`src/rtl/if_fetch_stage.sv`:
```
// Instruction-fetch stage: PC register, single outstanding instruction-memory request,
// one-entry valid/ready output register toward decode, and redirect/squash handling.
module if_fetch_stage #(
   parameter logic [31:0] RESET_PC = 32'h0040_0000
) (
   input  logic        clk,
   input  logic        rst,
   output logic [31:0] pc_out,
   input  logic [31:0] pc_plus4,
   input  logic        redirect,
   input  logic [31:0] redirect_pc,
   output logic        imem_req,
   output logic [31:0] imem_addr,
   input  logic        imem_ack,
   input  logic [31:0] imem_rdata,
   output logic        if_valid,
   output logic [31:0] if_instr,
   output logic [31:0] if_pc,
   output logic [31:0] if_pc_plus4,
   input  logic        id_ready,
   output logic        misalign_err
);

   typedef enum logic [1:0] {IDLE, BUSY, DRAIN} state_e;

   state_e      state_q, state_d;
   logic [31:0] pc_q, pc_d;
   logic [31:0] addr_q, addr_d;
   logic        valid_q, valid_d;
   logic [31:0] instr_q, instr_d;
   logic [31:0] ifpc_q, ifpc_d;
   logic [31:0] ifpc4_q, ifpc4_d;
   logic        mis_q, mis_d;

   logic slot_free;
   logic start_fetch;
   logic fetch_done;

   assign slot_free   = !valid_q || id_ready;
   assign start_fetch = (state_q == IDLE) && !redirect && slot_free;
   assign fetch_done  = (state_q == BUSY) && imem_ack && !redirect;

   // State register
   // NOTE: sequential state uses non-blocking (<=) so every flop samples pre-edge values.
   always_ff @(posedge clk) begin
      if (rst) state_q <= IDLE;
      else     state_q <= state_d;
   end

   // Next-state logic; a redirect while the request is still open turns it into a drain
   // NOTE: state_d gets a default first so no path leaves it unassigned (no latch).
   always_comb begin
      state_d = state_q;
      unique case (state_q)
         IDLE:    if (start_fetch) state_d = BUSY;
         BUSY:    begin
                     if (imem_ack)      state_d = IDLE;
                     else if (redirect) state_d = DRAIN;
                  end
         DRAIN:   if (imem_ack) state_d = IDLE;
         default: state_d = IDLE;
      endcase
   end

   // Output logic
   always_comb begin
      imem_req = (state_q == BUSY) || (state_q == DRAIN);
   end

   // Datapath next values; redirect outranks a same-edge fetch completion
   always_comb begin
      pc_d    = pc_q;
      addr_d  = addr_q;
      valid_d = valid_q;
      instr_d = instr_q;
      ifpc_d  = ifpc_q;
      ifpc4_d = ifpc4_q;
      mis_d   = 1'b0;

      if (start_fetch) addr_d = pc_q;

      if (redirect) begin
         pc_d    = {redirect_pc[31:2], 2'b00};
         valid_d = 1'b0;
         mis_d   = |redirect_pc[1:0];
      end else if (fetch_done) begin
         instr_d = imem_rdata;
         ifpc_d  = addr_q;
         ifpc4_d = pc_plus4;
         valid_d = 1'b1;
         pc_d    = pc_plus4;
      end else if (valid_q && id_ready) begin
         valid_d = 1'b0;
      end
   end

   always_ff @(posedge clk) begin
      if (rst) begin
         pc_q    <= RESET_PC;
         addr_q  <= '0;
         valid_q <= 1'b0;
         instr_q <= '0;
         ifpc_q  <= '0;
         ifpc4_q <= '0;
         mis_q   <= 1'b0;
      end else begin
         pc_q    <= pc_d;
         addr_q  <= addr_d;
         valid_q <= valid_d;
         instr_q <= instr_d;
         ifpc_q  <= ifpc_d;
         ifpc4_q <= ifpc4_d;
         mis_q   <= mis_d;
      end
   end

   assign pc_out       = pc_q;
   assign imem_addr    = addr_q;
   assign if_valid     = valid_q;
   assign if_instr     = instr_q;
   assign if_pc        = ifpc_q;
   assign if_pc_plus4  = ifpc4_q;
   assign misalign_err = mis_q;

endmodule

```
`config.mk`:
```
export PLATFORM = sky130hd
export DESIGN_NAME = if_fetch_stage
export DESIGN_NICKNAME = d
export VERILOG_FILES = /design/src/rtl/if_fetch_stage.sv
export SDC_FILE = /design/constraint.sdc
export NUM_CORES = 1
export LEC_CHECK = 0
export BUFFER_PORTS_ARGS = -buffer_cell sky130_fd_sc_hd__buf_2
export CORE_MARGIN = 2
export CORE_UTILIZATION = 48
export DETAILED_ROUTE_END_ITERATION = 10
export PLACE_DENSITY = 0.8
export SYNTH_ARGS = -nofsm -noshare
export SYNTH_HDL_FRONTEND = slang
export SYNTH_SLANG_ARGS = --single-unit
```
`constraint.sdc`:
```
create_clock -name clk -period 3.9 [get_ports clk]
set_clock_uncertainty 0.2 [all_clocks]
set_input_delay 0.585 -clock clk [delete_from_list [all_inputs] [get_ports clk]]
set_output_delay 0.585 -clock clk [all_outputs]
set_load 0.01 [all_outputs]
```
# Word level (Yosys, flattened, before mapping)
# Cells that the tools add are included.
dict set report totals {
  reg_bits 164
  input_bits 101
  out_inout_bits 163
}
dict set report classes {
  eq_ne 5
  mux 9
  bitwise_logic 1
  n_reduce_logical 17
}
# op count
set ops {}
lappend ops {{$mux 32} 2}
lappend ops {{$mux 2} 4}
lappend ops {{$pmux 2 s3} 1}
lappend ops {{$reduce_or 2->1} 3}
lappend ops {{$logic_and 1x1->1} 5}
lappend ops {{$ne 2x2->1 const B} 2}
lappend ops {{$reduce_bool 2->1} 2}
lappend ops {{$ne 3x3->1 const B} 1}
lappend ops {{$reduce_and 3->1} 1}
lappend ops {{$eq 2x1->1 const B} 1}
lappend ops {{$eq 2x2->1 const B} 1}
lappend ops {{$logic_not 1->1} 2}
lappend ops {{$logic_not 2->1} 1}
lappend ops {{$logic_or 1x1->1} 2}
lappend ops {{$mux 1} 2}
lappend ops {{$reduce_and 2->1} 1}
lappend ops {{$not 1->1} 1}

# Depth between registers and ports, before layout
dict set report logic_depth {
  depth_word 5
  ltp_mapped 8
  ltp_nobuf 6
}

# Worst setup path before layout
# OpenSTA, ideal clock, no wires.
dict set report synth_path {
  kind {reg-to-reg}
  start {register state_q[1]}
  end {register pc_q[28], in the netlist pc_out[28]}
  setup_ns 0.132
  arrival_ns 1.415
  setup_slack_ns 2.153
  stages_incl_launch_ff 8
  synth_period_minus_slack_ns 1.747
  path_cell_list {dfxtp_1 > inv_1 > ha_1 > nand2_2 > buf_4 > mux2_2 > nand2_1 > a21oi_1}
}
dict set report synth_via {
  elab_chain_cells 4
}
# item line_no
set synth_rtl {}
lappend synth_rtl {{from (decl)} 26} ;# state_e state_q, state_d;
lappend synth_rtl {{from (signal assigned)} 47} ;# else state_q <= state_d;
lappend synth_rtl {{$eq 2x1->1} 41} ;# assign fetch_done = (state_q == BUSY) && imem_ack && !redirect;
lappend synth_rtl {{$logic_and 1x1->1 (2 in a row)} 41}
lappend synth_rtl {{$reduce_bool 2->1 (no line)} n/a}
lappend synth_rtl {{to (signal assigned)} 107} ;# pc_q <= pc_d;
lappend synth_rtl {{to (decl)} 27} ;# logic [31:0] pc_q, pc_d;
# Every way passes these cells.
# A chain may end at the register's enable or synchronous reset.

# Worst setup path in the final report
dict set report layout_path {
  start {register state_q[1]}
  end {register pc_q[29], in the netlist pc_out[29]}
}
# The elaborated chain is that of the path after synthesis.

==> flow_summary.toml <==
[outcome]
status = "finished clean"

[sta]
slew_headroom_pct = 30.54
slew_violations = 0
worst_slew_pin_slew_ps = 1042
setup_tns_ps = 0
fmax_mhz = 409.3
setup_viol = 0
hold_violations = 0
rsz0062_at_grt = "no"
fin_crit_ps = 2443
fin_crit_sh_pct = 62.65

[die]
die_y_um = 116.5
start_util_pct = 48.57
ios = 264
placementRows = 41
die_area_um2 = 13580
core_um2 = 12520
die_width_um = 116.5

[clock_network]
cts-resized-gates = 0
h-tree-depth = 4
clockRootBuffer = "clkbuf_16"
clockBufferDepth = 2
clk_latency_ps = 410
post_cts_buffers = 0
hold_buffers = 0
cts_sinks = 164
clk_transition_reported_paths_ps = 60
numCtsBuffers = 17
cts_tree = "yes"

[synth]
synthesis.area_um2 = 6080
syn_inst = 751
yosys.area.top_type = "dfxtp_1"
syn-num-nets = 856
synth_compound_area_share_pct = 13.50
synth-simple-area-share_pct = 21.18
synth_mux_area_share_pct = 6.030
synth_area_per_cell_um2 = 8.095
synth_top_family_by_area = "simple AND/OR/NAND/NOR gates"
synth-seq-cells = 164
synthAdderAreaFrac_pct = 0.8232
ys_warn_count = 0
synthTopCellsByArea = "dfxtp_1 54%, nand2_1 19%, a21oi_1 13%, mux2_2 5.4%, clkbuf_1 1.8%"
synth_top_area_share_pct = 54.00
ys_types = 24
yosysSeqAreaShare_pct = 54.00
synth_xor_area_share_pct = 0

[place]
io_buffers = 263
dp_hpwl_um = 11010
place.gp.congestion = 0.7895

[min_path]
min_path_type = "primary input to flip-flop"
min_from = "redirect_pc[22]"

[cells_and_area]
drive_gt1_share_pct = 33.60
nNetsFinal = 1091
n_antenna_cell = 0
syn2layout_area_growth_pct = 32.15
final.fill_count = 1127
multi_input_area_um2 = 2532
seq_area_um2 = 3283
final_core_util_pct = 64.18

[power_and_ir_drop]
max-vdd-ir-drop_v = 0.0002828
leakagePower_uw = 0.003633
power_density_nw_per_um2 = 526.6

[setup_path]
crit_fanout = 22
cp.required_ps = 3940
cp_slowest_cell = "nand2_2"
path_cells = "inv_1 > ha_1 > nand2_2 > buf_4 > mux2_2 > nand2_1 > a21oi_1"
arrival_ps = 2490
cpPeakStageDelay_ps = 510
reg2reg_slack_ps = 1460
startpoint_type = "flip-flop"
regToRegStartpoint = "state_q[1]"
end_kind = "flip-flop"
crit_type = "flip-flop to flip-flop"
startpoint = "state_q[1]"

[grt]
grt_usage_pct = 23.13
grt_pass1_wl_um = 24580
grt_max_degree = 103
antenna_found_initial = 0
gr-total-overflow = 0
grt_pass1_vias = 5119

[run]
drv_cap = 0

[routing]
avgViaCountPerCell = 4.922
ant_nets = 0
drt_iter0_drc = 351
drc = 0
postRouteWirelength_um = 16650
wl_per_cell_um = 14.24
drt_pass1_iterations = 5
vias = 5754
## path summary, 6_finish.rpt
check | endpoint | cells after the start
setup / recovery | pc_out[29] | 7
hold / removal | pc_out[22] | 3
setup reg to reg | pc_out[29] | 7
hold reg to reg | if_instr[28] | 2
## where the power goes
group	switching (uW)	internal [uW]	total, uW
registers	67.1	1790	1850
logic	433	283	717
clock network	631	1030	1660
## routing by layer
metal  share of wire [%]  vias up  GRT usage [%]  wire, um
li1                    -     2897              -         -
met1                  39     2638          26.63      6513
met2                  51      205          40.08      8502
met3                 8.6       14          7.006      1435
met4                 1.2        0          9.647       200
met5                   0        -              0         0
## critical path, delay by kind of cell, from the launching register on
| family | cells | cell delay [ps] |
|---|---|---|
| AO/OA/AOI/OAI | 1 | 70 |
| buffers and inverters | 2 | 440 |
| adder cells (fa/ha/maj) | 1 | 270 |
| AND/OR/NAND/NOR | 2 | 570 |
| multiplexers | 1 | 360 |
| flip-flops | 1 | 350 |
## per-stage QoR
| stage | hold WS [ps] | setup WS (ps) | std cells | area [um^2] | total power (uW) |
|---|---|---|---|---|---|
| 2_1_floorplan | 265.7 | 2153 | 751 | 6080 | 2348 |
| 3_3_place_gp | 237.8 | 1382 | 1139 | 7446 | 2598 |
| 3_5_place_dp | 243.5 | 1335 | 1139 | 7446 | 2611 |
| 4_1_cts | 184.5 | 1422 | 1169 | 8034 | 4273 |
| 5_1_grt | 192.6 | 1302 | 1169 | 8034 | 4442 |
| 6_report | 205.4 | 1457 | 1169 | 8034 | 4231 |
## placed cells by master, fill, tap and decap left out, types with 2 or more instances in the layout
cell,n
clkinv_2,5
nand2b_1,5
a21oi_1,158
clkbuf_8,2
nor3_1,3
nand2_1,314
mux2i_1,4
dfxtp_1,164
mux2_2,29
clkbuf_16,17
bufinv_16,3
and3_1,2
buf_4,7
buf_2,262
ha_1,4
buf_12,2
inv_1,2
## synthesized netlist by cell type, drive strengths merged
cell	number
nor2	2
or3b	1
ha	4
a211oi	1
nand3	2
and3	2
inv	3
a2bb2oi	1
mux2	29
mux2i	4
nand2	315
buf	26
dfxtp	164
a21oi	158
nor3	3
o21ai	1
clkbuf	29
a211o	1
nand2b	5
## flip-flops by register name (all words and copies together) (netlist names)
register and flops:
if_instr 32, if_pc 32, if_pc_plus4 32, if_valid 1, imem_addr 32, misalign_err 1, pc_out 32, state_q 2
## area by class of cell
| class | count | share of cell area (%) |
|---|---|---|
| repair buffers | 271 | 17.47 |
| inverters | 3 | 0.1402 |
| well taps | 172 | 2.679 |
| flip-flops and latches | 164 | 40.87 |
| clock inverters | 10 | 1.635 |
| clock buffers | 20 | 5.684 |
| multi-input cells | 529 | 31.52 |
## kinds of logic (layout without fill, tap and decap cells)
kind of cell / Yosys count / after routing
adders and majority gates: 4 / 4
and+or+nand+nor: 330 / 330
AOI/OAI and AO/OA: 162 / 162
DFF: 164 / 164
buffers and inverters: 58 / 304
muxes: 33 / 33
No activity file was read; power rests on OpenSTA's default activity.
